## src/rtl/sc_random_row_gen_pkg.sv

```systemverilog
// Shared encodings and constants for the random obstacle-row generator.
package sc_random_row_gen_pkg;

  typedef enum logic [1:0] {
    StIdle = 2'b00,
    StWait = 2'b01,
    StLoad = 2'b10,
    StEmit = 2'b11
  } state_e;

  localparam logic [1:0] Lvl1 = 2'b01;
  localparam logic [1:0] Lvl2 = 2'b10;
  localparam logic [1:0] Lvl3 = 2'b11;

  localparam logic [15:0] DefaultSeed = 16'hACE1;

  // Fibonacci step, taps 16,14,13,11; a non-zero state never maps to zero.
  function automatic logic [15:0] lfsr16_next(input logic [15:0] v);
    return {v[14:0], v[15] ^ v[13] ^ v[12] ^ v[10]};
  endfunction

endpackage

```

## src/rtl/sc_random_row_gen_lfsr.sv

```systemverilog
// Free-running 16-bit LFSR; a zero seed is replaced by the default seed.
module sc_lfsr16
  import sc_random_row_gen_pkg::*;
#(
  parameter logic [15:0] Seed = DefaultSeed
) (
  input  logic        clk_i,
  input  logic        rst_ni,
  output logic [15:0] value_o
);

  localparam logic [15:0] SeedEff = (Seed == 16'h0000) ? DefaultSeed : Seed;

  logic [15:0] lfsr_q, lfsr_d;

  // Advance one step every clock.
  always_comb begin
    lfsr_d = lfsr16_next(lfsr_q);
  end

  // State register, reloads the seed on reset.
  always_ff @(posedge clk_i or negedge rst_ni) begin
    if (!rst_ni) begin
      lfsr_q <= SeedEff;
    end else begin
      lfsr_q <= lfsr_d;
    end
  end

  assign value_o = lfsr_q;

endmodule

```

## src/rtl/sc_random_row_gen.sv

```systemverilog
// Emits one pseudo-random obstacle row per scroll tick while generation is enabled.
module sc_random_row_gen
  import sc_random_row_gen_pkg::*;
#(
  parameter int unsigned LANES  = 8,
  parameter logic [15:0] SEED   = DefaultSeed,
  parameter int unsigned GAP_L1 = 3,
  parameter int unsigned GAP_L2 = 2,
  parameter int unsigned GAP_L3 = 1
) (
  input  logic             SC_STATEMACHINE_RANDOM_CLOCK_50,
  input  logic             SC_STATEMACHINE_RANDOM_RESET_InLow,
  input  logic             SC_RANDOM_ROW_GEN_SELECTION,
  input  logic             SC_RANDOM_ROW_GEN_DOWN_InLow,
  input  logic [1:0]       SC_RANDOM_ROW_GEN_LEVEL_InLow,
  output logic [LANES-1:0] SC_RANDOM_ROW_GEN_ROW,
  output logic             SC_RANDOM_ROW_GEN_ROW_VALID,
  output logic [7:0]       SC_RANDOM_ROW_GEN_COUNT
);

  localparam int unsigned LaneBits = $clog2(LANES);

  logic             clk, rst_n, sel, down_n;
  logic [1:0]       level;

  assign clk    = SC_STATEMACHINE_RANDOM_CLOCK_50;
  assign rst_n  = SC_STATEMACHINE_RANDOM_RESET_InLow;
  assign sel    = SC_RANDOM_ROW_GEN_SELECTION;
  assign down_n = SC_RANDOM_ROW_GEN_DOWN_InLow;
  assign level  = SC_RANDOM_ROW_GEN_LEVEL_InLow;

  state_e           state_q, state_d;
  logic             down_q, down_d;
  logic [LANES-1:0] row_q, row_d;
  logic [7:0]       gap_q, gap_d;
  logic [7:0]       count_q, count_d;

  logic [15:0]         lfsr;
  logic                tick;
  logic [LaneBits-1:0] lane_a, lane_b;
  logic [LANES-1:0]    candidate;
  logic [7:0]          gap_reload;
  logic                unused_lfsr_bits;

  sc_lfsr16 #(
    .Seed (SEED)
  ) u_lfsr (
    .clk_i   (clk),
    .rst_ni  (rst_n),
    .value_o (lfsr)
  );

  assign lane_a           = lfsr[LaneBits-1:0];
  assign lane_b           = lfsr[2*LaneBits-1:LaneBits];
  assign unused_lfsr_bits = ^lfsr[15:2*LaneBits];

  // Falling edge of the scroll input, one cycle wide.
  always_comb begin
    down_d = down_n;
    tick   = down_q & ~down_n;
  end

  // Candidate row: one car, plus a second (possibly the same lane) at level 3.
  always_comb begin
    candidate = LANES'(1) << lane_a;
    if (level == Lvl3) begin
      candidate = candidate | (LANES'(1) << lane_b);
    end
  end

  // Empty-row spacing for the current level; 00 behaves like level 1.
  always_comb begin
    case (level)
      Lvl2:    gap_reload = 8'(GAP_L2);
      Lvl3:    gap_reload = 8'(GAP_L3);
      default: gap_reload = 8'(GAP_L1);
    endcase
  end

  // Next-state, row, gap and count logic.
  always_comb begin
    state_d = state_q;
    row_d   = row_q;
    gap_d   = gap_q;
    count_d = count_q;
    case (state_q)
      StIdle: begin
        if (sel) state_d = StWait;
      end
      StWait: begin
        // Disable wins over a coincident tick.
        if (!sel) begin
          state_d = StIdle;
        end else if (tick) begin
          state_d = StLoad;
        end
      end
      StLoad: begin
        if (gap_q == 8'd0) begin
          row_d   = candidate;
          gap_d   = gap_reload;
          count_d = count_q + 8'd1;
        end else begin
          row_d = '0;
          gap_d = gap_q - 8'd1;
        end
        state_d = StEmit;
      end
      StEmit: begin
        state_d = sel ? StWait : StIdle;
      end
      default: state_d = StIdle;
    endcase
    // Clearing on entry makes ROW read 0 from the first idle cycle onward.
    if (state_d == StIdle) begin
      row_d = '0;
      gap_d = '0;
    end
  end

  // State registers.
  always_ff @(posedge clk or negedge rst_n) begin
    if (!rst_n) begin
      state_q <= StIdle;
      down_q  <= 1'b1;
      row_q   <= '0;
      gap_q   <= '0;
      count_q <= '0;
    end else begin
      state_q <= state_d;
      down_q  <= down_d;
      row_q   <= row_d;
      gap_q   <= gap_d;
      count_q <= count_d;
    end
  end

  assign SC_RANDOM_ROW_GEN_ROW       = row_q;
  assign SC_RANDOM_ROW_GEN_ROW_VALID = (state_q == StEmit);
  assign SC_RANDOM_ROW_GEN_COUNT     = count_q;

endmodule

```

## config.mk

```make
export PLATFORM = sky130hd
export DESIGN_NAME = sc_random_row_gen
export DESIGN_NICKNAME = d
export VERILOG_FILES = /design/src/rtl/sc_random_row_gen_pkg.sv /design/src/rtl/sc_random_row_gen_lfsr.sv /design/src/rtl/sc_random_row_gen.sv
export SDC_FILE = /design/constraint.sdc
export NUM_CORES = 1
export LEC_CHECK = 0
export BUFFER_PORTS_ARGS = -buffer_cell sky130_fd_sc_hd__buf_2
export CAP_MARGIN = 20
export CELL_PAD_IN_SITES_DETAIL_PLACEMENT = 0
export CELL_PAD_IN_SITES_GLOBAL_PLACEMENT = 1
export CORE_MARGIN = 10
export CORE_UTILIZATION = 40
export DETAILED_ROUTE_END_ITERATION = 10
export GPL_ROUTABILITY_DRIVEN = 0
export PLACE_DENSITY_LB_ADDON = 0.1
export RECOVER_POWER = 100
export SKIP_CTS_REPAIR_TIMING = 1
export SYNTH_ARGS = -nofsm -noshare
export SYNTH_HDL_FRONTEND = slang
export SYNTH_HIERARCHICAL = 1
export SYNTH_SLANG_ARGS = --single-unit
```

## constraint.sdc

```tcl
create_clock -name SC_STATEMACHINE_RANDOM_CLOCK_50 -period 2.3 [get_ports SC_STATEMACHINE_RANDOM_CLOCK_50]
set_input_delay 0.575 -clock SC_STATEMACHINE_RANDOM_CLOCK_50 [delete_from_list [all_inputs] [get_ports SC_STATEMACHINE_RANDOM_CLOCK_50]]
set_output_delay 0.575 -clock SC_STATEMACHINE_RANDOM_CLOCK_50 [all_outputs]
set_load 0.01 [all_outputs]
```

Word-level counts from Yosys, hierarchy flattened
Cells that the tools add are included.
{"block": "totals", "regBits": 43, "inputBits": 6, "out_inout_bits": 17}
{"block": "classes", "n_addsub": 2, "eq_ne": 5, "shifts": 2, "muxes": 13, "bitwise": 6, "reduce_logical": 5}
{"cell": "$mux W8", "count": 7}
{"cell": "$shl A1 B3 Y8 const A", "count": 2}
{"cell": "$add A8 B1 Y8 const B", "count": 1}
{"cell": "$eq A2 B2 Y1 const B", "count": 4}
{"cell": "$logic_not A8 Y1", "count": 1}
{"cell": "$or A8 B8 Y8", "count": 1}
{"cell": "$pmux W2 S4", "count": 1}
{"cell": "$sub A8 B1 Y8 const B", "count": 1}
{"cell": "$mux W2", "count": 3}
{"cell": "$logic_not A2 Y1", "count": 2}
{"cell": "$pmux W2 S2", "count": 1}
{"cell": "$xor A1 B1 Y1", "count": 3}
{"cell": "$eq A2 B1 Y1 const B", "count": 1}
{"cell": "$reduce_and A2 Y1", "count": 1}
{"cell": "$reduce_bool A2 Y1", "count": 1}
{"cell": "$and A1 B1 Y1", "count": 1}
{"cell": "$mux W1", "count": 1}
{"cell": "$not A1 Y1", "count": 1}

Depth between registers and ports, before layout
Gate-level depths: netlist of the first run.
{"block": "logic_depth", "word_depth": 7, "ltp_mapped": 8, "mapped_depth_nobuf": 6}

Modules after synthesis
Netlist of the first run, hierarchy kept.
{"module": "sc_random_row_gen", "n_inst": 1, "cells_each": 144, "area_each_um2": 1336.3, "seq_area_each_um2": 676.9}
{"module": "sc_lfsr16", "n_inst": 1, "cells_each": 34, "area_each_um2": 549.3, "seq_area_each_um2": 410.4}

Worst setup path before layout of the first run
Ideal clock, no wire load.
{"block": "synth_timing", "path_kind": "register to register", "startpoint": "reg gap_q[0]", "endpoint": "reg count_q[7] (netlist: SC_RANDOM_ROW_GEN_COUNT[7])", "t_arrival_ps": 2110, "path_slack_ps": 125, "path_stages_with_launch": 8, "synth_period_minus_slack_ps": 2175, "path_cell_list": "dfrtp_1 -> inv_1 -> ha_1 -> or4b_1 -> buf_2 -> or4b_4 -> or3_1 -> nand2_1"}
{"block": "synth_via", "elab_chain_cells": 2}
{"item": "start, declared", "line_no": "sc_random_row_gen.sv:35", "text": "logic [7:0] gap_q, gap_d;"}
{"item": "start signal, assigned", "line_no": "sc_random_row_gen.sv:133", "text": "gap_q <= gap_d;"}
{"item": "$logic_not A8 Y1", "line_no": "sc_random_row_gen.sv:99", "text": "if (gap_q == 8'd0) begin"}
{"item": "$reduce_and A2 Y1 (no source line)"}
{"item": "end signal, assigned", "line_no": "sc_random_row_gen.sv:134", "text": "count_q <= count_d;"}
{"item": "end, declared", "line_no": "sc_random_row_gen.sv:36", "text": "logic [7:0] count_q, count_d;"}
Every way passes these cells.
A chain may end at the register's enable or synchronous reset.

Worst setup path in the final report of the first run
Same ends and word-level chain as after synthesis.

==> flow_summary_export.csv, run 1 <==
group,metric,value,unit
sta,min_period,2220,ps
synthesis,synth_warnings,6,
power_and_ir_drop,p_per_area,881,nW/µm²
global_route,grt_pass1_wl,6.45,mm
clocking,cts_buffers,5,
clocking,clkSlewWorstSetupHoldPaths,80,ps
layout,syn_to_final_growth,11.9,%
sta,holdWs,345,ps
layout,layout.nets,200,
worst_hold_path,worst_hold_path_type,"flop to flop",
synthesis,syn_nets,177,
power_and_ir_drop,intPower,1.24,mW
critical_path,worst_path_max_delay_cell,"or4b_4",
global_route,grt.total_usage,10.8,%
power_and_ir_drop,power.switching,551,µW
critical_path,reg2regPathDepth,6,
sta,post-route-period-util,96.4,%
floorplan,die_area,7640,µm²
critical_path,cpPeakStageDelay,520,ps
synthesis,syn_area_per_cell,10.8,µm²
routing,antenna_left,0,
sta,final.setup_skew,7.47,ps
sta,slew_headroom,30.1,%
placement,dp_slack,48.9,ps
critical_path,cp_common_cell,"or4b_4",
global_route,grt_pass1_vias,1331,
critical_path,crit_required,2530,ps
power_and_ir_drop,p_total,1.79,mW
critical_path,cp_data_arrival_time,2450,ps
floorplan,die_h,87.4,µm
critical_path,crit_end,"SC_RANDOM_ROW_GEN_COUNT[7]",
routing,num_vias,1293,
critical_path,path_buf_inv,1,
floorplan,io_pins,23,
worst_hold_path,hp-start,"u_lfsr/value_o[8]",
power_and_ir_drop,p_leak,0.899,nW
routing,drt_iter0_markers,66,
outcome,status,"completed",
layout,drive_above_1_share,13.0,%
layout,final_core_util,46.4,%
global_route,grt_overflow_total,0,
clocking,cts_buffer_depth,2,
sta,setup_viol,0,
critical_path,worstPathMaxFanout,5,
power_and_ir_drop,switching_share,30.7,%
clocking,root_buffer,"clkbuf_8",
routing,drc,0,
power_and_ir_drop,comb_power_share,23.8,%
sta,tightest_slew,1050,ps
floorplan,design.core.area,4380,µm²
power_and_ir_drop,ir_drop,0.404,mV
synthesis,syn_area,1820,µm²
critical_path,critPathKind,"flop to flop",
critical_path,crit_family,"simple AND/OR/NAND/NOR gates",
power_and_ir_drop,seqPwrFrac,49.9,%
clocking,cts_tree,"yes",
critical_path,end_kind,"flop",
placement,hpwl,2.77,mm
critical_path,critPathLaunchType,"flop",
critical_path,rr_startpoint,"gap_q[0]",
clocking,cts.htree.levels,2,
routing,wl_per_cell,15.6,µm
power_and_ir_drop,clockPowerShare,26.3,%
critical_path,r2r_end,"SC_RANDOM_ROW_GEN_COUNT[7]",
layout,num_antenna_cells,0,
floorplan,start_util,41.5,%
placement,port_buffers,22,
routing,totalWireLength,3.81,mm
sta,drv_slew,0,
sta,fin_tns_setup,0,ps
clocking,clock_sinks,43,
routing,first_pass_iters,4,
global_route,grt_max_degree,25,
critical_path,cp_cell_sequence,"inv_1 > ha_2 > or4b_4 > or4b_4 > or3_1 > nand2_1",
sta,hold_viol,0,
critical_path,rrSetupSlack,80,ps
clocking,clock_latency,290,ps
critical_path,startpoint,"gap_q[0]",
synthesis,syn-instance-count,169,
sta,fmax,0.451,GHz
floorplan,die_w,87.4,µm
run,cap_violations,0,
sta,layout_setup_ws,82.5,ps
floorplan,std_cell_rows,24,
critical_path,crit_cells,6,
routing,via_per_inst,5.30,
global_route,antenna_found_initial,0,
sta,grt_setup_unrepaired,"no",
worst_hold_path,hold_path_depth,0,
state kept, by name (all words and copies together), names as in the netlist:
signal,count
u_lfsr/value_o,16
state_q,2
down_q,1
SC_RANDOM_ROW_GEN_COUNT,8
SC_RANDOM_ROW_GEN_ROW,8
gap_q,8
metrics by stage:
| step | cells | area (µm²) |
|---|---|---|
| final | 244 | 2030 |
| after global routing | 244 | 2030 |
| after CTS | 242 | 2050 |
| after detailed placement | 235 | 1970 |
| after global placement | 235 | 1970 |
| after floorplan | 169 | 1820 |
placed cells by master (no fill, tap or decap), drive strengths merged:
master / instances
a21oi: 7
a31oi: 2
a32oi: 3
and2: 1
and3: 3
buf: 8
clkbuf: 26
clkinv: 1
dfrtp: 34
dfstp: 9
ha: 2
inv: 5
mux2i: 1
nand2: 22
nand2b: 4
nand3: 5
nand3b: 1
nand4: 2
nor2: 6
nor2b: 3
nor3: 7
nor3b: 1
nor4: 1
o21a: 1
o21ai: 15
o21bai: 1
o311ai: 2
o31ai: 2
or2: 1
or3: 3
or4: 1
or4b: 2
xnor2: 8
xor2: 2
power by group through the flow:
stage | logic (mW) | clock network (mW) | registers (mW)
3_5_place_dp | 0.425 | 0 | 0.907
2_1_floorplan | 0.250 | 0 | 0.906
6_report | 0.427 | 0.470 | 0.895
4_1_cts | 0.428 | 0.497 | 0.894
5_1_grt | 0.492 | 0.531 | 0.910
3_3_place_gp | 0.422 | 0 | 0.902
worst min path at each step:
stage,end,slack [ps]
finish,u_lfsr/value_o[9],350
global route,u_lfsr/value_o[7],360
CTS,SC_RANDOM_ROW_GEN_COUNT[2],240
detailed placement,u_lfsr/value_o[15],350
global placement,u_lfsr/value_o[10],340
floorplan,SC_RANDOM_ROW_GEN_COUNT[0],280
metal layers:
| metal | track usage [%] | share of wire (%) | up-vias |
|---|---|---|---|
| li1 | - | - | 627 |
| met1 | 12.3 | 42 | 627 |
| met2 | 17.0 | 49 | 33 |
| met3 | 4.96 | 8.2 | 6 |
| met4 | 4.93 | 1.5 | 0 |
| met5 | 0 | 0 | - |
area by class of cell:
class / count / area [µm²]
Fill cell: 435 / 2350
Sequential cell: 43 / 1090
Multi-Input combinational cell: 109 / 649
Timing Repair Buffer: 28 / 126
Clock buffer: 6 / 82.6
Tap cell: 52 / 65.1
Inverter: 5 / 18.8
Clock inverter: 1 / 5.00
(Power assumes the default switching activity.)
==> run 2, diff against run 1 <==
==> constraint.sdc (replaced) <==
create_clock -name SC_STATEMACHINE_RANDOM_CLOCK_50 -period 2.3 [get_ports SC_STATEMACHINE_RANDOM_CLOCK_50]
set_input_delay 0.23 -clock SC_STATEMACHINE_RANDOM_CLOCK_50 [delete_from_list [all_inputs] [get_ports SC_STATEMACHINE_RANDOM_CLOCK_50]]
set_output_delay 0.23 -clock SC_STATEMACHINE_RANDOM_CLOCK_50 [all_outputs]
set_load 0.01 [all_outputs]
==> run 2 against run 1 <==
Clock skew shrank 1.0 ps. Non-clock buffer count down 3. Combinational power is 4% lower. Critical endpoint unchanged. First-iteration DRC count shrank 35%. Sequential share of layout area up 0.83 points.
==> flow_summary_export.csv, run 2 (same netlist as run 1, synthesis figures left out) <==
group,metric,value,unit
outcome,status,"completed",
layout,nFillCells,442,
clocking,cts_buffer_depth,2,
layout,syn_to_final_growth,10.2,%
clocking,root_buffer,"clkbuf_8",
sta,fmax,0.459,GHz
critical_path,cp_common_cell,"or4b_4",
critical_path,crit_required,2530,ps
critical_path,path_buf_inv,1,
global_route,grt_pass1_wl,5.91,mm
global_route,grt_overflow_total,0,
layout,multi_input_area,647,µm²
routing,totalWireLength,3.74,mm
sta,final.setup_skew,6.44,ps
global_route,grt.total_usage,9.88,%
sta,post-route-period-util,94.8,%
sta,slew_headroom,33.9,%
clocking,cts_buffers,5,
layout,layout.nets,197,
routing,first_pass_iters,4,
layout,final_cell_mix,"34 x dfrtp_1, 22 x nand2_1, 21 x clkbuf_1",
placement,port_buffers,22,
sta,grt_setup_unrepaired,"no",
sta,setup_viol,0,
run,cap_violations,0,
floorplan,std_cell_rows,24,
sta,tightest_slew,988,ps
sta,hold_viol,0,
critical_path,critPathLaunchType,"flop",
floorplan,start_util,41.5,%
floorplan,design.core.area,4380,µm²
layout,regArea,1090,µm²
floorplan,die_w,87.4,µm
routing,antenna_left,0,
layout,mostFrequentLayoutCell,"dfrtp_1",
floorplan,io_pins,23,
layout,largest_register_ffs,16,
power_and_ir_drop,p_leak,0.879,nW
clocking,clock_latency,280,ps
critical_path,cpPeakStageDelay,520,ps
sta,fin_tns_setup,0,ps
sta,min_period,2180,ps
clocking,clock_sinks,43,
critical_path,cp_data_arrival_time,2410,ps
routing,wl_per_cell,15.5,µm
critical_path,worstPathMaxFanout,5,
routing,via_per_inst,5.26,
layout,drive_above_1_share,10.5,%
floorplan,die_h,87.4,µm
power_and_ir_drop,p_total,1.75,mW
placement,hpwl,2.66,mm
routing,drc,0,
routing,num_vias,1273,
global_route,grt_pass1_vias,1254,
routing,drt_iter0_markers,43,
sta,drv_slew,0,
critical_path,crit_family,"simple AND/OR/NAND/NOR gates",
global_route,grt_max_degree,44,
critical_path,cp_cell_sequence,"inv_1 > ha_1 > or4b_4 > or4b_4 > or3_1 > nand2_1",
power_and_ir_drop,p_per_area,874,nW/µm²
floorplan,die_area,7640,µm²
clocking,cts_tree,"yes",
clocking,cts.htree.levels,2,
clocking,clkSlewWorstSetupHoldPaths,80,ps
critical_path,critPathKind,"flop to flop",
layout,num_antenna_cells,0,
power_and_ir_drop,ir_drop,0.342,mV
worst_hold_path,worst_hold_path_type,"primary input to flop",
critical_path,end_kind,"flop",
critical_path,worst_path_max_delay_cell,"or4b_4",
global_route,antenna_found_initial,0,
-- run 2: changes by cell type in the layout (fill, tap and decap cells not counted), sizes merged --
| cell | delta |
|---|---|
| buf | -2 |
-- run 2: final cells by class --
cell class              count  area share (%)
flip-flops and latches     43            54.3
multi-input cells         109            32.3
repair buffers             25            5.18
clock buffers               7            3.81
well taps                  52            3.25
inverters                   5           0.937
clock inverters             1           0.250
-- run 2: per-layer routing --
layer | GRT usage, % | up-vias | wire length [µm]
met3 | 4.87 | 4 | 277
met1 | 11.5 | 618 | 1690
met4 | 3.62 | 0 | 34
met2 | 15.3 | 35 | 1740
met5 | 0 | - | 0
li1 | - | 616 | -
-- run 2: power by group --
group	switching (mW)	internal, mW	total, mW	leakage, nW
registers	0.0738	0.819	0.893	0.562
logic	0.237	0.172	0.409	0.275
clock network	0.236	0.213	0.449	0.0422
-- run 2: worst paths after layout --
| kind | start | to | slack (ps) | cells after the start |
|---|---|---|---|---|
| max | gap_q[0] | SC_RANDOM_ROW_GEN_COUNT[7] | 120 | 6 |
| max in group asynchronous | SC_STATEMACHINE_RANDOM_RESET_InLow | SC_RANDOM_ROW_GEN_ROW[3] | 1640 | 1 |
| max reg2reg | gap_q[0] | SC_RANDOM_ROW_GEN_COUNT[7] | 120 | 6 |
| min reg2reg | u_lfsr/value_o[8] | u_lfsr/value_o[9] | 350 | 0 |
| min in group asynchronous | SC_STATEMACHINE_RANDOM_RESET_InLow | u_lfsr/value_o[14] | 90 | 1 |
| min | SC_RANDOM_ROW_GEN_DOWN_InLow | down_q | 40 | 1 |
-- run 2: metrics by stage --
| step | cells | worst slack, ps | area, µm² | hold slack (ps) | util (%) |
|---|---|---|---|---|---|
| 6_report | 242 | 121 | 2000 | 44.5 | 45.7 |
| 4_1_cts | 242 | 71.0 | 2030 | 32.5 | 46.3 |
| 3_5_place_dp | 234 | 89.7 | 1950 | 335 | 44.4 |
| 3_3_place_gp | 234 | 137 | 1950 | 336 | 44.4 |
| 2_1_floorplan | 169 | 125 | 1820 | -65.6 | - |
| 5_1_grt | 242 | 7.23 | 2000 | 25.4 | 45.7 |
